### config.mk
export PLATFORM = sky130hd
export DESIGN_NAME = npu_output_interface
export DESIGN_NICKNAME = d
export VERILOG_FILES = /design/src/rtl/npu_output_interface.sv
export SDC_FILE = /design/constraint.sdc
export NUM_CORES = 1
export LEC_CHECK = 0
export BUFFER_PORTS_ARGS = -buffer_cell sky130_fd_sc_hd__buf_2
export CORE_MARGIN = 3
export CORE_UTILIZATION = 47
export DETAILED_ROUTE_END_ITERATION = 6
export PLACE_DENSITY = 0.75
export SETUP_SLACK_MARGIN = 0.1
export SLEW_MARGIN = 15
export SYNTH_ARGS = -nofsm -noshare
export SYNTH_HDL_FRONTEND = slang
export SYNTH_SLANG_ARGS = --single-unit
### constraint.sdc
create_clock -name CLK -period 12.73 [get_ports CLK]
set_input_delay 1.273 -clock CLK [delete_from_list [all_inputs] [get_ports CLK]]
set_output_delay 1.273 -clock CLK [all_outputs]
set_load 0.03 [all_outputs]
### src/rtl/npu_output_interface.sv
// -----------------------------------------------------------------------------
// npu_output_interface
//
// Return path from the NPU to the CPU. Signed fixed-point results (16 bits,
// FRAC_BITS fraction bits) are buffered in an output FIFO. Each word is then
// converted to a 32-bit signed integer or to an IEEE-754 single, as selected by
// a configuration word, and presented on a valid/ready port.
//
// Data path: FIFO storage -> S1 register (word + config latched at pop)
//            -> conversion -> output register.
//
// Ports
//   CLK                                in   clock, rising edge
//   npu_rst_n                          in   asynchronous active-low reset
//   npu_output_fifo_write_en           in   push npu_output_fifo_din
//   npu_output_fifo_din          [15:0] in   fixed-point result from the NPU
//   npu_output_fifo_full               out  FIFO storage holds FIFO_DEPTH words
//   npu_output_fifo_empty              out  FIFO storage empty (pipeline may hold data)
//   npu_output_fifo_count              out  words in FIFO storage
//   npu_output_overflow                out  sticky: a write was attempted while full
//   npu_output_interface_conf_data_en  in   load config register
//   npu_output_interface_conf_data[15:0] in [15]=1 float, 0 int; [14:0]=k
//   npu_output_data              [31:0] out  converted word
//   npu_output_data_valid              out  npu_output_data is valid
//   npu_output_data_ready              in   consumer accepts when valid & ready
// -----------------------------------------------------------------------------
module npu_output_interface #(
   parameter int FIFO_DEPTH = 16,
   parameter int FRAC_BITS  = 7
) (
   input  logic                          CLK,
   input  logic                          npu_rst_n,
   input  logic                          npu_output_fifo_write_en,
   input  logic [15:0]                   npu_output_fifo_din,
   output logic                          npu_output_fifo_full,
   output logic                          npu_output_fifo_empty,
   output logic [$clog2(FIFO_DEPTH):0]   npu_output_fifo_count,
   output logic                          npu_output_overflow,
   input  logic                          npu_output_interface_conf_data_en,
   input  logic [15:0]                   npu_output_interface_conf_data,
   output logic [31:0]                   npu_output_data,
   output logic                          npu_output_data_valid,
   input  logic                          npu_output_data_ready
);

   localparam int AW = $clog2(FIFO_DEPTH);
   localparam int CW = AW + 1;

   // FIFO storage and state
   logic [15:0]   r_mem [FIFO_DEPTH];
   logic [AW-1:0] r_wr_ptr;
   logic [AW-1:0] r_rd_ptr;
   logic [CW-1:0] r_count;
   logic          r_overflow;
   logic [15:0]   r_conf;

   // S1 stage: word plus the config that was current when it was popped
   logic          r_s1_valid;
   logic [15:0]   r_s1_data;
   logic [15:0]   r_s1_conf;

   // Output stage
   logic          r_out_valid;
   logic [31:0]   r_out_data;

   logic          w_full;
   logic          w_empty;
   logic          w_wr_acc;
   logic          w_out_load;
   logic          w_s1_adv;
   logic          w_pop;
   logic [31:0]   w_conv;

   // Full is taken from the registered count, so a write is refused when full
   // even if a pop happens on the same edge.
   assign w_full     = (r_count == CW'(FIFO_DEPTH));
   assign w_empty    = (r_count == '0);
   assign w_wr_acc   = npu_output_fifo_write_en & ~w_full;
   assign w_out_load = ~r_out_valid | npu_output_data_ready;
   assign w_s1_adv   = ~r_s1_valid | w_out_load;
   assign w_pop      = ~w_empty & w_s1_adv;

   // Storage array has no reset; it is only ever read through the pointers.
   always_ff @(posedge CLK) begin
      if (w_wr_acc) begin
         r_mem[r_wr_ptr] <= npu_output_fifo_din;
      end
   end

   always_ff @(posedge CLK or negedge npu_rst_n) begin
      if (!npu_rst_n) begin
         r_wr_ptr   <= '0;
         r_rd_ptr   <= '0;
         r_count    <= '0;
         r_overflow <= 1'b0;
         r_conf     <= '0;
      end else begin
         if (w_wr_acc) begin
            r_wr_ptr <= r_wr_ptr + AW'(1);
         end
         if (w_pop) begin
            r_rd_ptr <= r_rd_ptr + AW'(1);
         end
         r_count <= r_count + CW'(w_wr_acc) - CW'(w_pop);
         if (npu_output_fifo_write_en && w_full) begin
            r_overflow <= 1'b1;
         end
         if (npu_output_interface_conf_data_en) begin
            r_conf <= npu_output_interface_conf_data;
         end
      end
   end

   // Pipeline registers. A word popped on the same edge as a config write
   // captures the old config, since r_conf updates only after that edge.
   always_ff @(posedge CLK or negedge npu_rst_n) begin
      if (!npu_rst_n) begin
         r_s1_valid  <= 1'b0;
         r_s1_data   <= '0;
         r_s1_conf   <= '0;
         r_out_valid <= 1'b0;
         r_out_data  <= '0;
      end else begin
         if (w_s1_adv) begin
            r_s1_valid <= w_pop;
            if (w_pop) begin
               r_s1_data <= r_mem[r_rd_ptr];
               r_s1_conf <= r_conf;
            end
         end
         if (w_out_load) begin
            r_out_valid <= r_s1_valid;
            if (r_s1_valid) begin
               r_out_data <= w_conv;
            end
         end
      end
   end

   // ---------------------------------------------------------------------------
   // Conversion of the S1 word
   // ---------------------------------------------------------------------------
   logic [14:0] w_k;
   logic [31:0] w_x;
   logic [4:0]  w_lsh;
   logic [4:0]  w_rsh;
   logic [31:0] w_int;
   logic [16:0] w_sx;
   logic [16:0] w_abs;
   logic [4:0]  w_lead;
   logic [16:0] w_frac_low;
   logic [22:0] w_mant;
   logic [17:0] w_exp;
   logic [31:0] w_flt;

   always_comb begin
      w_k   = r_s1_conf[14:0];
      w_x   = {{16{r_s1_data[15]}}, r_s1_data};
      w_lsh = 5'(w_k - 15'(FRAC_BITS));
      w_rsh = 5'(15'(FRAC_BITS) - w_k);
      w_int = '0;
      if (w_k <= 15'd23) begin
         if (w_k >= 15'(FRAC_BITS)) begin
            w_int = w_x << w_lsh;
         end else begin
            w_int = $signed(w_x) >>> w_rsh;
         end
      end
   end

   always_comb begin
      // 17-bit magnitude so that -32768 is representable
      w_sx  = {r_s1_data[15], r_s1_data};
      w_abs = r_s1_data[15] ? (~w_sx + 17'd1) : w_sx;

      w_lead = '0;
      for (int i = 0; i < 17; i++) begin
         if (w_abs[i]) begin
            w_lead = 5'(i);
         end
      end

      // Drop the hidden one, then left-align the remaining bits in 23 bits.
      w_frac_low = w_abs & ~(17'd1 << w_lead);
      w_mant     = {6'b0, w_frac_low} << (5'd23 - w_lead);

      // Biased exponent in 18-bit two's complement: 127 + p - F - k
      w_exp = 18'd127 + 18'(w_lead) - 18'(FRAC_BITS) - 18'(w_k);

      w_flt = '0;
      if (r_s1_data != 16'h0000) begin
         if (w_exp[17] || (w_exp == '0)) begin
            w_flt = {r_s1_data[15], 31'b0};
         end else begin
            w_flt = {r_s1_data[15], w_exp[7:0], w_mant};
         end
      end
   end

   assign w_conv = r_s1_conf[15] ? w_flt : w_int;

   assign npu_output_fifo_full  = w_full;
   assign npu_output_fifo_empty = w_empty;
   assign npu_output_fifo_count = r_count;
   assign npu_output_overflow   = r_overflow;
   assign npu_output_data       = r_out_data;
   assign npu_output_data_valid = r_out_valid;

endmodule

# After elaboration in Yosys (flattened, before gate mapping)

Memories as Yosys holds them, arrays and structs flattened. A register that Yosys moved wholly into a read port is not among the register bits.
Index checks and enable logic that the tools add are counted.

RAM bits: 256
Memories kept: 1
Bits in registers: 80
Output and inout bits: 41
Bits of input ports: 37
Word-level logic and storage cells: 71

Memory list:

| name  | depth | width | read ports | clocked after Yosys merged registers in | write ports | line | source |
|---|---|---|---|---|---|---|---|
| r_mem | 16    | 16    | 1          | 1                                       | 1           | 50   | `logic [15:0] r_mem [FIFO_DEPTH];` |

Shift-type cells: 4
Mux-type cells: 24
Eq/ne operators: 1
Reductions and logical operators: 8
$lt $le $gt $ge: 2
Bitwise gates (word level): 11
Add/sub/neg operators: 11

Operators with widths:

| operator              | count |
|---|---|
| $mux 32               | 4 |
| $mux 5                | 15 |
| $not 17->17           | 2 |
| $shl 32x5->32         | 1 |
| $sshr 16x5->32        | 1 |
| $mux 31               | 1 |
| $shl 17x5->23         | 1 |
| $logic_not 18->1      | 1 |
| $add 17x1->17 const B | 1 |
| $and 17x17->17        | 1 |
| $mux 17               | 1 |
| $shl 1x5->17 const A  | 1 |
| $sub 9x16->17         | 1 |
| $reduce_bool 16->1    | 1 |
| $ge 15x3->1 const B   | 1 |
| $le 15x5->1 const B   | 1 |
| $sub 8x3->9 const B   | 1 |
| $add 4x1->4 const B   | 2 |
| $add 7x5->8 const A   | 1 |
| $add 5x1->5           | 1 |
| $eq 5x5->1 const B    | 1 |
| $logic_not 5->1       | 1 |
| $sub 3x5->5 const A   | 1 |
| $sub 5x1->5           | 1 |
| 10 further kinds      | 18 |

# Logic depth before layout (Yosys ltp)

Depth after elaboration: 27
Mapped depth: 22
Gate-level depth less buffers: 21

# Worst setup path after synthesis

OpenSTA, ideal clock, no wires.

Kind: register to register
Start: register r_s1_data[1] (read register of r_mem)
End: register r_out_data[21] (netlist: npu_output_data[21])
Required time: 12609 ps
Path slack: 7455 ps
Setup time: 121 ps
Buffers on the path: 3
Stages on the path, launching flop included: 23
Period minus slack after synthesis: 5275 ps
Data arrival time: 5153 ps
Cells stage by stage: dfrtp_1 > clkbuf_1 > inv_1 > ha_1 > nor3b_1 > nand2_1 > o31ai_1 > a32o_1 > o21ai_0 > a31oi_2 > inv_1 > clkbuf_1 > fa_1 > nor2b_1 > o21ai_0 > a21boi_0 > nor2_1 > or4_1 > nor4_1 > a21oi_1 > clkbuf_1 > o2bb2ai_1 > o22a_1

Longest elaborated chain between the ends: 27
Elaborated cells between the ends (all ways): 37
Classes of those cells: 5 x add/sub; 4 x shift; 22 x mux; 3 x bitwise; 3 x reduce/logical

Ends and longest elaborated chain:

| element               | line | source |
|---|---|---|
| start, declared       | 59   | `logic [15:0] r_s1_data;` |
| $not 17->17           | 174  | `w_abs = r_s1_data[15] ? (~w_sx + 17'd1) : w_sx;` |
| $add 17x1->17         | 174  |  |
| $mux 17               | 174  |  |
| $mux 1                | 178  | `if (w_abs[i]) begin` |
| $mux 5 (15 in series) | 178  |  |
| $add 7x5->8           | 188  | `w_exp = 18'd127 + 18'(w_lead) - 18'(FRAC_BITS) - 18'(w_k);` |
| $sub 8x3->9           | 188  |  |
| $sub 9x16->17         | 188  |  |
| $logic_not 18->1      | 192  | `if (w_exp[17] \|\| (w_exp == '0)) begin` |
| $logic_or 1x1->1      | 192  |  |
| $mux 31               | 192  |  |
| $mux 32               | 191  | `if (r_s1_data != 16'h0000) begin` |
| $mux 32 (*)           | 200  | `assign w_conv = r_s1_conf[15] ? w_flt : w_int;` |
| end signal, assigned  | 134  | `r_out_data <= w_conv;` |
| end, declared         | 64   | `logic [31:0] r_out_data;` |

Every way passes the cells marked *; elsewhere a longest branch is shown, timed or not.
A chain may end at the register's enable or synchronous reset.

# Worst setup path after layout

Start: register r_s1_data[0] (read register of r_mem)
End: register r_out_data[21] (netlist: npu_output_data[21])

The elaborated chain is that of the path after synthesis.

==> flow_metrics.py <==
metrics = {
    "placement": {
        "dpl_worst_slack_ns": 6.07,
        "dpl_cell_area_um2": 18200,
        "dpl.cell_count": 1783,
        "portBuffers": 77,
        "place_hpwl_um": 28200,
        "place_congestion": 0.948,
    },
    "die": {
        "core_um2": 36100,
        "die_area_um2": 39400,
        "initial_utilization": 0.483,
        "die_y_um": 199,
        "dieWidth_um": 199,
        "rows": 69,
        "io_pins": 78,
    },
    "logic_synthesis": {
        "synthArstFlopShare": 0.273,
        "syn-num-nets": 1383,
        "syn_avg_cell_area_um2": 13.2,
        "synth-main-ff-cell": "edfxtp_1",
        "synth_cells": 1320,
        "ys.warnings.count": 0,
        "syn-cell-area_um2": 17400,
        "synth_common_cells": "256 x edfxtp_1, 132 x nand2_1, 96 x dfrtp_1, 88 x mux4_2, 87 x o21ai_0",
        "synth.area.top_cells": "edfxtp_1 44%, dfrtp_1 14%, mux4_2 11%, mux2i_1 3.1%, nand2_1 2.8%",
        "ys_seq_area_frac": 0.579,
        "ys_types": 70,
        "ys_ff_latch": 352,
        "synth.largest_area_cell": "edfxtp_1",
        "yosys.cell_count.top_type": "edfxtp_1",
        "synth_top_cell_area_share": 0.441,
        "synth_edf_count": 256,
    },
    "cells_and_area": {
        "multi_input_area_um2": 6870,
        "final_cells": 1848,
        "nNetsFinal": 1424,
        "post-route-util": 0.538,
        "drive_gt1_frac": 0.218,
        "fill_cells": 2885,
        "synthToLayoutAreaGrowth_pct": 11.4,
        "seqCellArea_um2": 10100,
        "fin_area_um2": 19400,
    },
    "detailed_routing": {
        "drt_wl_total_um": 44100,
        "ant_nets": 0,
        "drcViolationCount": 0,
        "num_vias": 11402,
        "dr.first_iter.drc_count": 958,
        "dr.pass1.iters": 5,
        "avgRoutedWirePerCell_um": 23.9,
        "vias_per_cell": 6.17,
    },
    "clock_network": {
        "postCtsSetupBuffers": 0,
        "cts-root-buf": "clkbuf_16",
        "clk_latency_ns": 0.54,
        "tritoncts.num_buffers": 37,
        "htreeDepth": 2,
        "clockBufferDepth": 3,
        "clkSinkCount": 352,
        "clk_pin_slew_ns": 0.06,
        "cts_resized": 0,
        "cts_tree": "done",
        "postCtsHoldBufs": 0,
    },
    "timing": {
        "layout_setup_ws_ns": 6.18,
        "tns_ns": 0,
        "rsz0062_at_grt": "no",
        "max_freq_mhz": 153,
        "finClkSkew_ns": 0.0190,
        "fin_crit_ns": 6.55,
        "finalSetupViolCount": 0,
        "maxSlewViolCount": 0,
        "worst_slew_pin_slew_ns": 1.14,
        "min_period_over_period": 0.514,
        "holdWs_ns": 0.455,
        "relSlewSlack": 0.240,
        "hold_viol_final": 0,
    },
    "grt": {
        "grt_usage": 0.227,
        "grt.overflow.total": 0,
        "antenna_found_initial": 2,
        "grt_pass1_vias": 11373,
        "grt_pass1_wl_um": 68000,
        "grt_max_degree": 68,
    },
    "pwr": {
        "power_mw": 4.96,
        "ir_worst_vdd_v": 0.000142,
        "power.density_nw_per_um2": 255,
        "power.leakage_nw": 7.02,
    },
    "setup_path": {
        "cpLargestDelayFamily": "simple AND/OR/NAND/NOR gates",
        "worstSetupPathType": "reg -> reg",
        "critPathSlowestCell": "nor3b_1",
        "critical_path_peak_fanout": 16,
        "cp.required_ns": 13.15,
        "start_kind": "flop",
        "arrival_ns": 6.97,
        "crit_top_cell": "nand2_1",
        "path_cells": "inv_1 -> ha_1 -> nor3b_1 -> nand2_1 -> nand2_1 -> o221ai_1 -> o211ai_2 -> a21o_1 -> inv_1 -> ha_1 -> fa_1 -> nor2b_1 -> o21ai_0 -> a21boi_0 -> nor2_1 -> or4_1 -> nor4_1 -> a21oi_2 -> nand2_1 -> o221ai_1 -> o22a_1",
        "cp-end-kind": "flop",
        "critPathMaxStageDelay_ns": 0.63,
        "worst-path-buf-inv": 2,
    },
    "outcome": {
        "status": "completed",
    },
    "flow_run": {
        "drv_cap": 0,
    },
    "worst_hold_path": {
        "hp-class": "reg -> reg",
    },
}
==> power by group <==
part           total [mW]  internal [mW]  switching (mW)
Combinational        2.27          0.941            1.33
Sequential           1.63           1.40           0.233
Clock                1.06          0.612           0.449
==> path summary, 6_finish.rpt <==
check	from	cells after the start	slack, ns	end
setup reg to reg	r_s1_data[0]	21	6.18	npu_output_data[21]
hold reg to reg	npu_output_overflow	1	0.46	npu_output_overflow
setup / recovery	r_s1_data[0]	21	6.18	npu_output_data[21]
min in group asynchronous	npu_rst_n	1	0.72	npu_output_data[6]
hold / removal	npu_output_overflow	1	0.46	npu_output_overflow
max in group asynchronous	npu_rst_n	2	10.77	r_rd_ptr[0]
==> flip-flops by register name, indices dropped and copies added, names as in the netlist <==
signal                 count
r_mem                    256
r_conf                    16
r_s1_data                 16
r_rd_ptr                   4
npu_output_overflow        1
npu_output_data_valid      1
npu_output_fifo_count      5
npu_output_data           32
r_s1_valid                 1
r_wr_ptr                   4
r_s1_conf                 16
==> area by class of cell <==
type                            instances  area share
Tap cell                              461      0.0297
Clock buffer                           47      0.0523
Clock inverter                         17     0.00870
Antenna cell                            1    0.000129
Timing Repair Buffer                   99      0.0285
Sequential cell                       352       0.520
Inverter                               39     0.00754
Multi-Input combinational cell        832       0.353
==> layer usage <==
metal	routed length [µm]	global-route usage	share of wire	up-vias
met5	4	0	0.000091	-
met2	21700	0.377	0.49	444
met4	1490	0.0778	0.034	2
met3	2720	0.0351	0.062	103
li1	-	-	-	5128
met1	18100	0.308	0.41	5725
==> cell usage in the layout, fill, tap and decap left out, types with 5 or more instances in the layout <==
cell type and instances:
o22a_1 5, nor4_1 12, nand2_1 132, nand2b_1 16
a31oi_1 18, mux2_2 42, and2_1 12, nand4_1 6
nor2_1 78, a21oi_1 59, ha_1 24, edfxtp_1 256
mux2i_1 54, nand3_1 11, buf_4 23, xnor2_1 22
clkinv_1 9, o31ai_1 8, inv_1 35, o21ai_0 87
o22ai_1 7, a21o_1 5, o21a_1 10, nor3_1 20
clkbuf_16 39, o221ai_1 6, mux4_2 88, buf_2 76
dfrtp_1 93, clkbuf_1 7, a211oi_1 9, nor4_2 5
xor2_1 11, o211ai_1 11
==> cell families after synthesis <==
group,Yosys count,synth area share
adder cells (fa/ha/maj),26,0.0195
multiplexers,184,0.172
AO/OA/AOI/OAI,266,0.0957
AND/OR/NAND/NOR,321,0.0861
XOR/XNOR,35,0.0176
buffers and inverters,136,0.0306
flip-flops,352,0.579
Power figures use the tool's default switching activity.
